[config.mk]
export PLATFORM = sky130hd
export DESIGN_NAME = fp_vector_initiator
export DESIGN_NICKNAME = d
export VERILOG_FILES = /design/src/rtl/fp_check_pkg.sv /design/src/rtl/fp_ulp_compare.sv /design/src/rtl/fp_vector_initiator.sv
export SDC_FILE = /design/constraint.sdc
export NUM_CORES = 1
export LEC_CHECK = 0
export BUFFER_PORTS_ARGS = -buffer_cell sky130_fd_sc_hd__buf_2
export CAP_MARGIN = 40
export CORE_ASPECT_RATIO = 1.4
export CORE_MARGIN = 3
export CORE_UTILIZATION = 35
export CTS_BUF_LIST = sky130_fd_sc_hd__clkbuf_2
export CTS_CLUSTER_DIAMETER = 40
export DETAILED_ROUTE_END_ITERATION = 10
export HOLD_SLACK_MARGIN = 0.1
export PLACE_DENSITY = 0.59
export SLEW_MARGIN = 10
export SYNTH_ARGS = -nofsm -noshare
export SYNTH_HDL_FRONTEND = slang
export SYNTH_SLANG_ARGS = --single-unit
[constraint.sdc]
create_clock -name clk -period 14.53 [get_ports clk]
set_clock_uncertainty 0.05 [all_clocks]
set_input_delay 2.1795 -clock clk [delete_from_list [all_inputs] [get_ports clk]]
set_output_delay 2.1795 -clock clk [all_outputs]
set_load 0.01 [all_outputs]
[src/rtl/fp_check_pkg.sv]
// Shared FSM encoding and IEEE-754 single-precision helpers for the FP vector BIST.
// Purely declarative: no latency and no backpressure of its own.
package fp_check_pkg;

  typedef enum logic [2:0] {
    S_IDLE,
    S_FETCH,
    S_LOAD,
    S_ISSUE,
    S_WAIT,
    S_CHECK,
    S_DONE
  } state_t;

  localparam int          SIGN_BIT = 31;
  localparam int          EXP_MSB  = 30;
  localparam int          EXP_LSB  = 23;
  localparam logic [31:0] QNAN     = 32'h7FC0_0000;

  // The exponent field of QNAN is all ones, which is exactly the NaN/Inf exponent.
  function automatic logic is_nan(input logic [31:0] x);
    return (x[EXP_MSB:EXP_LSB] == QNAN[EXP_MSB:EXP_LSB]) && (x[EXP_LSB-1:0] != '0);
  endfunction

  // Monotonic integer key: adjacent floats map to adjacent keys, -0 sits just below +0.
  function automatic logic [31:0] ord_key(input logic [31:0] x);
    return x[SIGN_BIT] ? ~x : (x ^ 32'h8000_0000);
  endfunction

endpackage

[src/rtl/fp_ulp_compare.sv]
// Result scoring: bit-exact equality, or ULP-distance match when FP_ULP_TOL_EN is defined.
// Combinational, zero latency; no backpressure.
// NaN handling under FP_ULP_TOL_EN: both NaN match, exactly one NaN is a mismatch.
module fp_ulp_compare
  import fp_check_pkg::*;
(
  input  logic [31:0] result,
  input  logic [31:0] expected,
  input  logic [31:0] tol,
  output logic        match
);

`ifdef FP_ULP_TOL_EN
  logic [32:0] diff;
  logic [32:0] dist;
  logic        nan_r;
  logic        nan_e;

  always_comb begin
    nan_r = is_nan(result);
    nan_e = is_nan(expected);
    diff  = {1'b0, ord_key(result)} - {1'b0, ord_key(expected)};
    dist  = diff[32] ? (~diff + 33'd1) : diff;
    match = (nan_r && nan_e) || (!nan_r && !nan_e && (dist <= {1'b0, tol}));
  end
`else
  logic unused_tol;
  assign unused_tol = ^tol;
  assign match      = (result == expected);
`endif

endmodule

[src/rtl/fp_vector_initiator.sv]
// FP datapath BIST initiator: ROM vector -> FP unit start/busy/valid -> score (FP_ULP_TOL_EN selects ULP scoring).
// Latency: FP unit latency + 5 cycles per vector; a silent unit is scored as an error after TIMEOUT_CYC cycles.
// Backpressure: op_start is withheld while op_busy is high; abort returns to IDLE from any state.
module fp_vector_initiator
  import fp_check_pkg::*;
#(
  parameter int IDX_W       = 17,
  parameter int TIMEOUT_CYC = 64,
  parameter int ULP_TOL     = 1
) (
  input  logic             clk,
  input  logic             rst,
  input  logic             run,
  input  logic             abort,
  input  logic [IDX_W-1:0] num_vectors,
  output logic [IDX_W-1:0] vec_addr,
  input  logic [31:0]      vec_a,
  input  logic [31:0]      vec_b,
  input  logic [31:0]      vec_exp,
  output logic [31:0]      op_a,
  output logic [31:0]      op_b,
  output logic             op_start,
  input  logic             op_busy,
  input  logic             op_valid,
  input  logic [31:0]      op_result,
  output logic             done,
  output logic [IDX_W-1:0] pass_cnt,
  output logic [IDX_W-1:0] err_cnt,
  output logic [IDX_W-1:0] first_err_idx,
  output logic [31:0]      first_err_got,
  output logic             err_seen
);

  localparam int TMO_W = $clog2(TIMEOUT_CYC + 1);

  state_t           state_q, state_d;
  logic [IDX_W-1:0] idx_q;
  logic [IDX_W-1:0] num_q;
  logic [31:0]      exp_q;
  logic [31:0]      got_q;
  logic             tmo_err_q;
  logic [TMO_W-1:0] tmo_q;
  logic             tmo_hit;
  logic             last_vec;
  logic             cmp_match;
  logic             vec_ok;

  function automatic logic [IDX_W-1:0] sat_inc(input logic [IDX_W-1:0] v);
    return (&v) ? v : v + 1'b1;
  endfunction

  assign tmo_hit  = (tmo_q == TMO_W'(TIMEOUT_CYC - 1));
  assign last_vec = (idx_q == num_q - 1'b1);
  assign vec_ok   = !tmo_err_q && cmp_match;
  assign vec_addr = idx_q;

  fp_ulp_compare u_cmp (
    .result   (got_q),
    .expected (exp_q),
    .tol      (32'(ULP_TOL)),
    .match    (cmp_match)
  );

  always_ff @(posedge clk or posedge rst) begin
    if (rst) state_q <= S_IDLE;
    else     state_q <= state_d;
  end

  always_comb begin
    state_d = state_q;
    if (abort) begin
      state_d = S_IDLE;
    end else begin
      unique case (state_q)
        S_IDLE, S_DONE: if (run) state_d = (num_vectors == '0) ? S_DONE : S_FETCH;
        S_FETCH:        state_d = S_LOAD;
        S_LOAD:         state_d = S_ISSUE;
        S_ISSUE:        if (!op_busy) state_d = S_WAIT;
        S_WAIT:         if (op_valid || tmo_hit) state_d = S_CHECK;
        S_CHECK:        state_d = last_vec ? S_DONE : S_FETCH;
        default:        state_d = S_IDLE;
      endcase
    end
  end

  // Gating with abort keeps the FP unit from being kicked on the way back to IDLE.
  always_comb begin
    op_start = (state_q == S_ISSUE) && !op_busy && !abort;
    done     = (state_q == S_DONE);
  end

  always_ff @(posedge clk or posedge rst) begin
    if (rst) begin
      idx_q         <= '0;
      num_q         <= '0;
      op_a          <= '0;
      op_b          <= '0;
      exp_q         <= '0;
      got_q         <= '0;
      tmo_err_q     <= 1'b0;
      tmo_q         <= '0;
      pass_cnt      <= '0;
      err_cnt       <= '0;
      first_err_idx <= '0;
      first_err_got <= '0;
      err_seen      <= 1'b0;
    end else if (!abort) begin
      unique case (state_q)
        S_IDLE, S_DONE: begin
          if (run) begin
            num_q         <= num_vectors;
            idx_q         <= '0;
            pass_cnt      <= '0;
            err_cnt       <= '0;
            first_err_idx <= '0;
            first_err_got <= '0;
            err_seen      <= 1'b0;
          end
        end
        S_LOAD: begin
          op_a  <= vec_a;
          op_b  <= vec_b;
          exp_q <= vec_exp;
        end
        S_ISSUE: tmo_q <= '0;
        S_WAIT: begin
          tmo_q <= tmo_q + 1'b1;
          if (op_valid) begin
            got_q     <= op_result;
            tmo_err_q <= 1'b0;
          end else if (tmo_hit) begin
            got_q     <= '0;
            tmo_err_q <= 1'b1;
          end
        end
        S_CHECK: begin
          if (vec_ok) begin
            pass_cnt <= sat_inc(pass_cnt);
          end else begin
            err_cnt <= sat_inc(err_cnt);
            if (!err_seen) begin
              first_err_idx <= idx_q;
              first_err_got <= got_q;
              err_seen      <= 1'b1;
            end
          end
          if (!last_vec) idx_q <= idx_q + 1'b1;
        end
        default: ;
      endcase
    end
  end

endmodule

Word-level counts from Yosys, hierarchy flattened. Cells that the tools add are included.

Equal/unequal tests: 19. Muxes and demuxes: 31. $add $sub $neg: 5. Bitwise operators: 1. Reductions and logical operators: 25.

Operator list (count): 32-bit two-way mux (5); 17-bit two-way mux (8); 17-bit case mux with 2 select lines (4); 32-bit case mux with 2 select lines (1); 17-bit by 1-bit adder with 17-bit output, second input constant (3); 17-bit AND reduction (2); 32-bit == test (1); 3-bit two-way mux (6); 3-bit case mux with 6 select lines (1); 17-bit == test (1); 17-bit zero test (1); 17-bit by 1-bit subtractor with 17-bit output, second input constant (1); 5-bit AND reduction (3); 2-bit inequality test, second input constant (7); 7-bit case mux with 2 select lines (1); 3-bit == test, second input constant (3); 3-bit inequality test, second input constant (3); 3-bit AND reduction (3); 4-bit AND reduction (2); 7-bit by 1-bit adder with 7-bit output, second input constant (1); 7-bit by 6-bit == test with 1-bit output, second input constant (1); 3-bit by 2-bit == test with 1-bit output, second input constant (2); 2-bit nonzero test (3); 1-bit two-way mux (4); other kinds (9) (14).

Bits in registers: 257. Input bits: 151. Word-level logic and storage cells: 95.

Longest topological paths before layout. Gate-level depths: netlist (run 1).

Depth in word-level cells: 5. Mapped depth: 13.

Modules after synthesis. From an unflattened synthesis (run 1), not the netlist that was laid out.

Cell total of the unflattened synthesis: 1130. Area, all modules: 11651.2 sq um.

By module, submodules not included: fp_vector_initiator (instances 1, cells an instance 1087, area an instance 11304.6 sq um); fp_ulp_compare (instances 1, cells an instance 43, area an instance 346.6 sq um).

Worst setup path after synthesis (run 1). Ideal clock, no wire load.

Kind: input-to-output. Start: input abort. End: output op_start. Stages: 2. Arrival: 2.805 ns. Buffers on the path: 1. Setup slack: 9.496 ns. Path through: clkbuf_1 nor4_1.

Cells in the longest elaborated chain, start to end: 2.

Ends and longest elaborated chain: from (decl) (line fp_vector_initiator.sv:14) `input logic abort,`; 1-bit zero test; 1-bit logical AND (line fp_vector_initiator.sv:88) `op_start = (state_q == S_ISSUE) && !op_busy && !abort;`; to (decl) (line fp_vector_initiator.sv:22) `output logic op_start,`.

Every way passes these cells.

Final worst setup path (run 1). Ends and elaborated chain as after synthesis.

==> results of run 1 <==
-- per-layer routing --
layer  vias to the layer above  part of all wire (%)
li1                       4475                     -
met1                      4692                    38
met2                       285                    52
met3                        69                   7.0
met4                         6                   3.3
met5                         -                  0.13
-- logic make-up (layout without fill, tap and decap cells) --
kind of cell / after synthesis / count (layout) / share of synthesized area [%]
AOI/OAI and AO/OA: 195 / 195 / 11.6
xor gates and xnor gates: 66 / 66 / 5.00
muxes: 102 / 102 / 9.88
other: 0 / 5 / 0
adders and majority gates: 7 / 7 / 0.757
and+or+nand+nor: 344 / 344 / 14.6
buffers and inverters: 69 / 464 / 2.53
DFF: 257 / 257 / 55.6
-- flip-flops by register name, summed over array words and instances, names as in the netlist --
| signal | flops |
|---|---|
| tmo_err_q | 1 |
| num_q | 17 |
| op_b | 32 |
| vec_addr | 17 |
| tmo_q | 7 |
| err_cnt | 17 |
| state_q | 3 |
| first_err_idx | 17 |
| pass_cnt | 17 |
| exp_q | 32 |
| got_q | 32 |
| first_err_got | 32 |
| err_seen | 1 |
| op_a | 32 |
-- through the flow --
stage	instance area (µm²)	power (µW)	worst slack, ns	utilization (%)
4_1_cts	14300	2210	9.45	44.1
2_1_floorplan	11600	1420	5.23	-
3_5_place_dp	13700	1650	9.46	42.0
5_1_grt	14400	2330	9.45	44.2
3_3_place_gp	13600	1620	9.45	41.7
6_report	14400	2170	9.45	44.2
-- cells in the mapped netlist (3+ instances only) --
cell type	number	area (µm²)
nor3b_1	3	22.5
and2_1	6	37.5
nor2b_1	4	25.0
nor3_1	14	70.1
o21ai_0	55	275
nor2_1	36	135
o31a_1	3	26.3
mux2i_1	5	50.1
mux2_2	97	1090
dfrtp_1	257	6430
clkbuf_1	46	173
nand2_1	158	593
a22o_1	51	447
nor4_1	19	119
nand2b_1	3	18.8
inv_1	10	37.5
nand4_1	14	87.6
a21o_1	3	22.5
ha_1	7	87.6
o211ai_1	7	52.6
or3_1	18	113
and3_1	18	113
xor2_1	50	438
or4_1	19	143
a21oi_1	29	145
o31ai_1	11	82.6
o21ai_1	9	45.0
nand3_1	19	95.1
buf_6	4	45.0
xnor2_1	16	140
buf_1	8	30.0
-- worst paths after layout --
kind | from | endpoint | slack (ns) | depth (start not counted)
setup / recovery | abort | op_start | 9.45 | 3
max in group asynchronous | rst | op_a[27] | 10.96 | 6
hold reg to reg | tmo_err_q | tmo_err_q | 0.46 | 2
hold / removal | tmo_err_q | tmo_err_q | 0.46 | 2
min in group asynchronous | rst | num_q[10] | 1.14 | 2
setup reg to reg | num_q[4] | vec_addr[9] | 11.12 | 7
-- cell type report --
class / count / area, µm²
clock buffers: 102 / 510
multi-input cells: 714 / 4870
diodes: 5 / 12.5
repair buffers: 333 / 1790
fillers: 3159 / 18100
clock inverters: 19 / 156
well taps: 440 / 551
inverters: 10 / 45.0
flip-flops and latches: 257 / 6430
-- critical path, stage by stage --
cell	delay [ns]
buf_2	0.17
nor4_1	0.29
buf_2	0.20
-- power by group through the flow --
| stage | Combinational (µW) | Sequential (µW) | Clock [µW] |
|---|---|---|---|
| floorplan | 347 | 1070 | 0 |
| global placement | 568 | 1050 | 0 |
| detailed placement | 583 | 1060 | 0 |
| CTS | 585 | 1050 | 579 |
| global route | 640 | 1080 | 615 |
| finish | 575 | 1050 | 548 |
==> Implementation_results.wiki, run 1 <==
{| class="wikitable"
! Metric !! Value
|-
| Flip-flop and latch count after synthesis || between 200 and 300
|-
| Detail Placement HPWL || between 20000 and 25000 µm
|-
| Vias in the first global route || a little over 10000
|-
| Worst Max-Slew Pin Slew || 0.829 ns
|-
| Net count after synthesis || around 1200
|-
| CTS HTree Levels || 3
|-
| Synthesis-to-finish area growth || 24.2%
|-
| Initial drt markers || approximately 400
|-
| Post-route DRC violation count || 0
|-
| Achievable Freq || approximately 200 MHz
|-
| Clock-pin slew reported for the worst setup and hold paths after clock tree synthesis || 0.10 ns
|-
| Max-slew headroom || 44.7%
|-
| Sequential fraction of design power || around half
|-
| Sort of element at the end of the critical path || output port
|-
| Routed wire per std cell || between 15 and 20 µm
|-
| Via-to-Cell Ratio || slightly above 5
|-
| First-pass GRT wire length || 53800 µm
|-
| Synth Warn # || 0
|-
| Post-DRT Antenna Nets || 0
|-
| Layout cells sized above 1 || between 30% and 40%
|-
| Share of the clock period used by the worst path || between 30% and 40%
|-
| Setup total negative slack || 0 ns
|-
| Die area || between 30000 and 40000 µm²
|-
| Clk_lat worst skew || a little over 0.9 ns
|-
| Top_reg_cell synth || dfrtp_1
|-
| Startpoint class of the critical path || input pin
|-
| Cell Count Post-Placement || approximately 1800
|-
| Effective utilization at floorplan || between 30% and 40%
|-
| Required time at the worst-slack endpoint || around 12 ns
|-
| Number of nets at the end of the flow || 1545
|-
| Switching share of power || approximately 34%
|-
| Final estimated routing congestion in global placement || roughly 0.83
|-
| Unrepaired setup endpoints after global routing || no
|-
| Largest net degree at the start of global routing || 114
|-
| Most frequent cells in the layout || buf_2, dfrtp_1, nand2_1
|-
| Setup violations, final || 0
|-
| Number of CTS-inserted buffers || 71
|-
| Crit path max fanout || 10
|-
| Hold Buf Count CTS || 0
|-
| Max Buffers Root-to-Sink || 3
|-
| Via count || roughly 9500
|-
| Post-cts resize count || 0
|-
| Max VDD drop || between 90 and 100 µV
|-
| Hold/Removal Path Class || reg2reg
|-
| Final cell count without fillers || about 1900
|-
| Count of flip-flops with a built-in enable after synthesis || 0
|-
| Netlist cell types || 60
|-
| Root Buffer || clkbuf_2
|-
| Async S/R FF share, synth || between 90% and 100%
|-
| # IOs || 318
|-
| Wirelength, routed || between 30000 and 40000 µm
|-
| Switching component of the power || around 740 µW
|-
| Setup bufs post-CTS || 0
|-
| TritonCTS sink count || ~260
|-
| GR Layer Usage met2 || approximately a third
|-
| Clock network fraction of total power || 25.2%
|-
| DR pass1 iterations || 5
|-
| Gr ovfl total || 0
|-
| Leakage || 0.00720 µW
|-
| Peak-usage layer in the global routing report || met2
|-
| Met1 Resource Use GR || roughly 21%
|-
| Rows || between 70 and 80
|-
| Final Hold Vio Count || 0
|-
| Synthesized area per cell || between 10 and 15 µm²
|-
| Die width || around 160 µm
|-
| Cells after synthesis || between 1000 and 1500
|-
| Outcome || completed
|-
| Clock period minus final worst setup slack || about 5 ns
|-
| Sequential share of the synthesized area || a little under three fifths
|-
| Tot GR Track Use || approximately a fifth
|-
| Core region area || about 32000 µm²
|-
| Met3 usage || 5.94%
|-
| Count of port buffers added during placement || around 320
|-
| Power Density || between 150 and 200 nW/µm²
|-
| TritonCTS clock tree || yes
|-
| Netlist area before placement || 11600 µm²
|-
| Number of antenna violations at the first check in global routing || 8
|-
| Relative contribution of combinational cells to total power || between 20% and 30%
|-
| Max-cap violation count || 0
|-
| Y dimension of the die || between 200 and 250 µm
|-
| Critical path data arrival time || between 2 and 3 ns
|-
| Worst setup path class || in2out
|-
| Pins Over Slew Limit || 0
|-
| Most common cell after layout, fill and taps aside || buf_2
|-
| Hold_ws || approximately 0.46 ns
|-
| Internal power || around 1400 µW
|}
No activity file was read; power rests on OpenSTA's default activity.
==> run 2, diff against run 1 <==
clock period = 5.3 ns   (was 14.53 ns; I/O delays follow)
==> run 2 against run 1 <==
Combinational power rose to 2.9 times the previous value. Die area unchanged. Worst setup slack worse by 7.7 ns. Core utilization up 4.4 points.
==> Implementation_results.wiki, run 2 (same netlist as run 1, synthesis figures left out) <==
{| class="wikitable"
! Metric !! Value
|-
| Outcome || completed
|-
| Count of port buffers added during placement || roughly 320
|-
| Y dimension of the die || ~220 µm
|-
| Worst hold path stage count || 3
|-
| Wirelength, routed || about 36000 µm
|-
| Pins Over Slew Limit || 0
|-
| First-pass GRT wire length || slightly below 60000 µm
|-
| Cell with the biggest individual delay on the critical path || o21ai_4
|-
| Required time at the worst-slack endpoint || around 6 ns
|-
| Max-slew headroom || 45.4%
|-
| Post-route DRC violation count || 0
|-
| Launching element of the worst setup path || got_q[26]
|-
| Reg area || 6430 µm²
|-
| Crit path max fanout || 28
|-
| Effective utilization at floorplan || a little over a third
|-
| TritonCTS clock tree || yes
|-
| Max-cap violation count || 0
|-
| Root Buffer || clkbuf_2
|-
| Power Density || between 300 and 400 nW/µm²
|-
| Post-DRT Antenna Nets || 0
|-
| TritonCTS sink count || roughly 260
|-
| Clk_lat worst skew || around 0.9 ns
|-
| Post-cts resize count || 0
|-
| Worst Setup EP || first_err_got[6]
|-
| Via count || around 10000
|-
| Most frequent cells in the layout || buf_2, dfrtp_1, nand2_1
|-
| Unrepaired setup endpoints after global routing || no
|-
| Achievable Freq || 285 MHz
|-
| Leakage || between 0.007 and 0.008 µW
|-
| # IOs || 318
|-
| Worst Max-Slew Pin Slew || just over 0.8 ns
|-
| Setup total negative slack || 0 ns
|-
| Vias in the first global route || between 10000 and 15000
|-
| Endpoint of the most critical register-to-register path || first_err_got[6]
|-
| Post-route cell area || roughly 16000 µm²
|-
| CP Cell Sequence || xor2_1, nor4_1, nand4_1, nor3_1, nor2_1, o21ai_4, buf_4, a22o_1
|-
| Die area || about 35000 µm²
|-
| Via-to-Cell Ratio || about 5
|-
| Layout cells sized above 1 || 35.4%
|-
| Setup bufs post-CTS || 0
|-
| Initial drt markers || between 500 and 600
|-
| Clock period minus final worst setup slack || between 3 and 4 ns
|-
| Register-to-register path setup slack || approximately 1.8 ns
|-
| Detail Placement HPWL || between 20000 and 25000 µm
|-
| Rows || around 80
|-
| Final Hold Vio Count || 0
|-
| Area taken by multi-input logic gates || between 4000 and 5000 µm²
|-
| Number of filler instances in the final layout || roughly 3000
|-
| Number of CTS-inserted buffers || just over 70
|-
| R2R Path Start || got_q[26]
|-
| Critical path data arrival time || approximately 4.3 ns
|-
| Most common cell after layout, fill and taps aside || buf_2
|-
| Share of the clock period used by the worst path || roughly two thirds
|-
| Final estimated routing congestion in global placement || ~0.85
|-
| Core region area || ~32000 µm²
|-
| Clock-pin slew reported for the worst setup and hold paths after clock tree synthesis || 0.10 ns
|-
| Synthesis-to-finish area growth || 36.5%
|-
| Startpoint class of the critical path || flip-flop
|-
| Delay of the slowest cell on the worst path || ~0.63 ns
|-
| Depth of the most critical reg-to-reg path || 8
|-
| Sort of element at the end of the critical path || flip-flop
|-
| Total Power Consumption || a little over 6000 µW
|-
| Hold Buf Count CTS || 147
|-
| Setup violations, final || 0
|-
| Routed wire per std cell || ~18 µm
|-
| Max Buffers Root-to-Sink || 3
|-
| Tot GR Track Use || 20.5%
|-
| Number of nets at the end of the flow || between 1500 and 2000
|-
| Hold/Removal Path Class || in2reg
|-
| Instance area at placement || about 14000 µm²
|-
| Largest net degree at the start of global routing || between 90 and 100
|-
| Max VDD drop || roughly 280 µV
|-
| Number of antenna violations at the first check in global routing || 5
|-
| Final standard cell utilization of the core || between 40% and 50%
|-
| Die width || roughly 160 µm
|-
| DR pass1 iterations || 5
|-
| Worst setup path class || reg2reg
|-
| Gr ovfl total || 0
|-
| CTS HTree Levels || 3
|}
[run 2: per-stage QoR]
| step | hold slack [ns] | cells | setup WS, ns |
|---|---|---|---|
| after floorplan | 0.409 | 1040 | 1.07 |
| after global placement | 0.430 | 1750 | 1.72 |
| after detailed placement | 0.436 | 1753 | 1.77 |
| after CTS | 0.120 | 2020 | 1.75 |
| after global routing | 0.212 | 2022 | 1.50 |
| final | 0.289 | 2024 | 1.79 |
[run 2: routing by layer]
metal / wire length, µm / global-route usage [%]
met3: 2300 / 5.52
met5: 15 / 0
met2: 18100 / 35.3
met1: 13600 / 22.5
met4: 1900 / 12.4
[run 2: power breakdown]
part / switching [µW] / total [µW] / leakage (µW) / internal (µW)
Sequential: 407 / 2880 / 0.00337 / 2470
Combinational: 812 / 1680 / 0.00392 / 872
Clock: 849 / 1470 / 0.000492 / 623
[run 2: worst min-delay path by stage]
| stage | start | to |
|---|---|---|
| 2_1_floorplan | tmo_err_q | tmo_err_q |
| 3_3_place_gp | tmo_err_q | tmo_err_q |
| 3_5_place_dp | tmo_err_q | tmo_err_q |
| 4_1_cts | abort | state_q[1] |
| 5_1_grt | abort | state_q[2] |
| 6_report | abort | state_q[1] |
[run 2: area by class of cell]
type | count | area share, %
Antenna cell | 4 | 0.0634
Inverter | 10 | 0.262
Clock inverter | 14 | 0.729
Timing Repair Buffer | 479 | 20.5
Clock buffer | 106 | 3.36
Tap cell | 440 | 3.49
Multi-Input combinational cell | 714 | 30.8
Sequential cell | 257 | 40.8
[run 2: critical path: cells and delay by family, from the launching register on]
family          cells  cell delay [ns]
compound gates      2             0.84
xor+xnor            1             0.17
buf+inv             1             0.46
flops               1             0.41
simple gates        4             1.49
==> run 3, diff against run 2 <==
PLACE_DENSITY = 0.61   (was 0.59)
clock period = 2.9 ns   (was 5.3 ns; I/O delays follow)
==> run 3 against run 2 <==
Count of clock-buffer cells in the layout decreased by 7. Critical path type unchanged. Non-clock buffer count increased by 82. Sequential share of layout area decreased by 2.0 points. Worst setup slack got worse by 1.7 ns. Register-to-register slack got worse by 1.7 ns. Final cell count increased by 3.8%. Cell area increased by 5.1%. First-iteration DRC count increased by 1.6%. Via count increased by 3.9%. Critical path depth unchanged.
==> Implementation_results.wiki, run 3 (same netlist as run 1, synthesis figures left out) <==
{| class="wikitable"
! Metric !! Value
|-
| Outcome || completed
|-
| Most frequent cells in the layout || buf_2, dfrtp_1, dlygate4sd3_1
|-
| Max VDD drop || 551 µV
|-
| Post-DRT Antenna Nets || 0
|-
| Startpoint class of the critical path || flip-flop
|-
| Initial drt markers || just over 500
|-
| Core region area || roughly 32000 µm²
|-
| Root Buffer || clkbuf_2
|-
| Rows || a little under 80
|-
| Pins Over Slew Limit || 0
|-
| Sort of element at the end of the critical path || flip-flop
|-
| Die width || between 150 and 200 µm
|-
| Final Hold Vio Count || 0
|-
| Effective utilization at floorplan || between 30% and 40%
|-
| Source of the worst hold timing path || op_valid
|-
| Die area || approximately 35000 µm²
|-
| Routed wire per std cell || approximately 18 µm
|-
| Worst Max-Slew Pin Slew || between 0.7 and 0.8 ns
|-
| Via-to-Cell Ratio || approximately 5
|-
| Layout cells sized above 1 || 37.5%
|-
| Vias in the first global route || approximately 11000
|-
| Most common cell after layout, fill and taps aside || buf_2
|-
| CP Cell Sequence || or4_4, or4_4, a222oi_1, and4_1, o211a_1, buf_12, nor4_1, o21a_1
|-
| R2R Path Start || num_q[4]
|-
| Number of antenna violations at the first check in global routing || 7
|-
| Via count || between 10000 and 15000
|-
| Largest net degree at the start of global routing || slightly below 100
|-
| Crit path max fanout || 29
|-
| Post-route cell area || around 17000 µm²
|-
| Max Buffers Root-to-Sink || 3
|-
| Post-route DRC violation count || 0
|-
| Wirelength, routed || 37200 µm
|-
| Y dimension of the die || about 220 µm
|-
| Worst setup path class || reg2reg
|-
| Sum of buffers and inverters on the critical path || 1
|-
| Register-to-register path setup slack || about 0.075 ns
|-
| First-pass GRT wire length || approximately 60000 µm
|-
| Hold_ws || roughly 0.26 ns
|-
| Count of port buffers added during placement || approximately 320
|-
| CTS HTree Levels || 3
|-
| Leakage || slightly above 0.008 µW
|-
| Power Density || between 600 and 700 nW/µm²
|-
| Clock period minus final worst setup slack || 2.83 ns
|-
| # IOs || between 300 and 400
|-
| TritonCTS clock tree || yes
|-
| Clock-pin slew reported for the worst setup and hold paths after clock tree synthesis || 0.10 ns
|-
| Max-slew headroom || between 50% and 60%
|-
| Launching element of the worst setup path || num_q[4]
|-
| Achievable Freq || 354 MHz
|-
| Gr ovfl total || 0
|-
| Max-cap violation count || 0
|-
| Detail Placement HPWL || roughly 24000 µm
|-
| Hold/Removal Path Class || in2reg
|-
| DR pass1 iterations || 5
|-
| Cell with the biggest individual delay on the critical path || or4_4
|-
| Number of filler instances in the final layout || roughly 3000
|-
| Clk_lat worst skew || between 0.8 and 0.9 ns
|-
| Unrepaired setup endpoints after global routing || yes
|-
| Tot GR Track Use || about a fifth
|-
| Number of nets at the end of the flow || around 1800
|-
| Setup violations, final || 0
|-
| Share of the clock period used by the worst path || a little over nine tenths
|-
| TritonCTS sink count || roughly 260
|-
| Worst path top cell family by delay || simple AND/OR/NAND/NOR gates
|-
| Synthesis-to-finish area growth || 43.4%
|-
| Required time at the worst-slack endpoint || between 3 and 4 ns
|-
| Instance area at placement || 13900 µm²
|-
| Delay of the slowest cell on the worst path || around 0.62 ns
|-
| Number of CTS-inserted buffers || a little under 70
|-
| Most numerous cell on the critical path || or4_4
|-
| Final estimated routing congestion in global placement || 0.838
|-
| Critical path data arrival time || roughly 3.6 ns
|}
## run 3: changes by cell type in the layout (fill, tap and decap cells not counted), moves of 4 or more
cell / before / now
or4_4: 2 / 7
clkbuf_2: 106 / 99
dlygate4sd3_1: 147 / 183
a21oi_1: 29 / 25
or4_1: 19 / 14
a21oi_2: 0 / 4
buf_12: 2 / 6
buf_4: 11 / 52
## run 3: timing repair
item	in CTS	in global routing
pin swaps	0	8
gates resized for setup	1	28
hold buffers	183	0
setup buffers	1	7
endpoints found under the setup margin	4	72
endpoints found under the hold margin	415	0
cloned	0	1
## run 3: report_power, final
part           internal [µW]  switching [µW]  leakage (µW)
Sequential              4510             657       0.00337
Combinational           1950            1710       0.00440
Clock                   1080            1510      0.000466
Total                   7550            3880       0.00824
## run 3: area by class of cell
| class | instances | area, µm² | share of cell area [%] |
|---|---|---|---|
| diodes | 5 | 12.5 | 0.0754 |
| clock buffers | 99 | 495 | 2.99 |
| clock inverters | 15 | 115 | 0.694 |
| inverters | 10 | 41.3 | 0.249 |
| multi-input cells | 714 | 4980 | 30.0 |
| flip-flops and latches | 257 | 6430 | 38.8 |
| well taps | 440 | 551 | 3.32 |
| repair buffers | 561 | 3960 | 23.9 |
## run 3: metrics by stage
stage / cells / TNS [ns] / util [%] / setup WS, ns / power [µW]
finish: 2101 / 0 / 51.0 / 0.0748 / 11400
global route: 2100 / -0.185 / 51.0 / -0.0435 / 12200
CTS: 2088 / 0 / 50.5 / 0.00827 / 11400
detailed placement: 1790 / -0.0103 / 42.9 / -0.0103 / 8380
global placement: 1790 / 0 / 42.9 / 0.0412 / 8290
floorplan: 1040 / -249.45 / - / -0.971 / 7100
## run 3: path summary, 6_finish.rpt
path / endpoint / cells past startpoint
min in group asynchronous: first_err_idx[11] / 4
worst max register to register: vec_addr[16] / 8
max in group asynchronous: pass_cnt[11] / 5
worst max-delay path: vec_addr[16] / 8
worst min register to register: first_err_idx[5] / 1
worst min-delay path: tmo_err_q / 4
## run 3: layer usage
metal	global-route usage (%)	part of all wire (%)	vias to the layer above
li1	-	-	4916
met1	23.4	38	5195
met2	36.9	52	390
met3	5.67	6.3	100
met4	9.72	4.0	6
met5	0	0.064	-
## run 3: worst min-delay path: cells and delay by family
family	cells	cell delay, ns
buffers and inverters	2	0.38
and+or+nand+nor	2	0.29
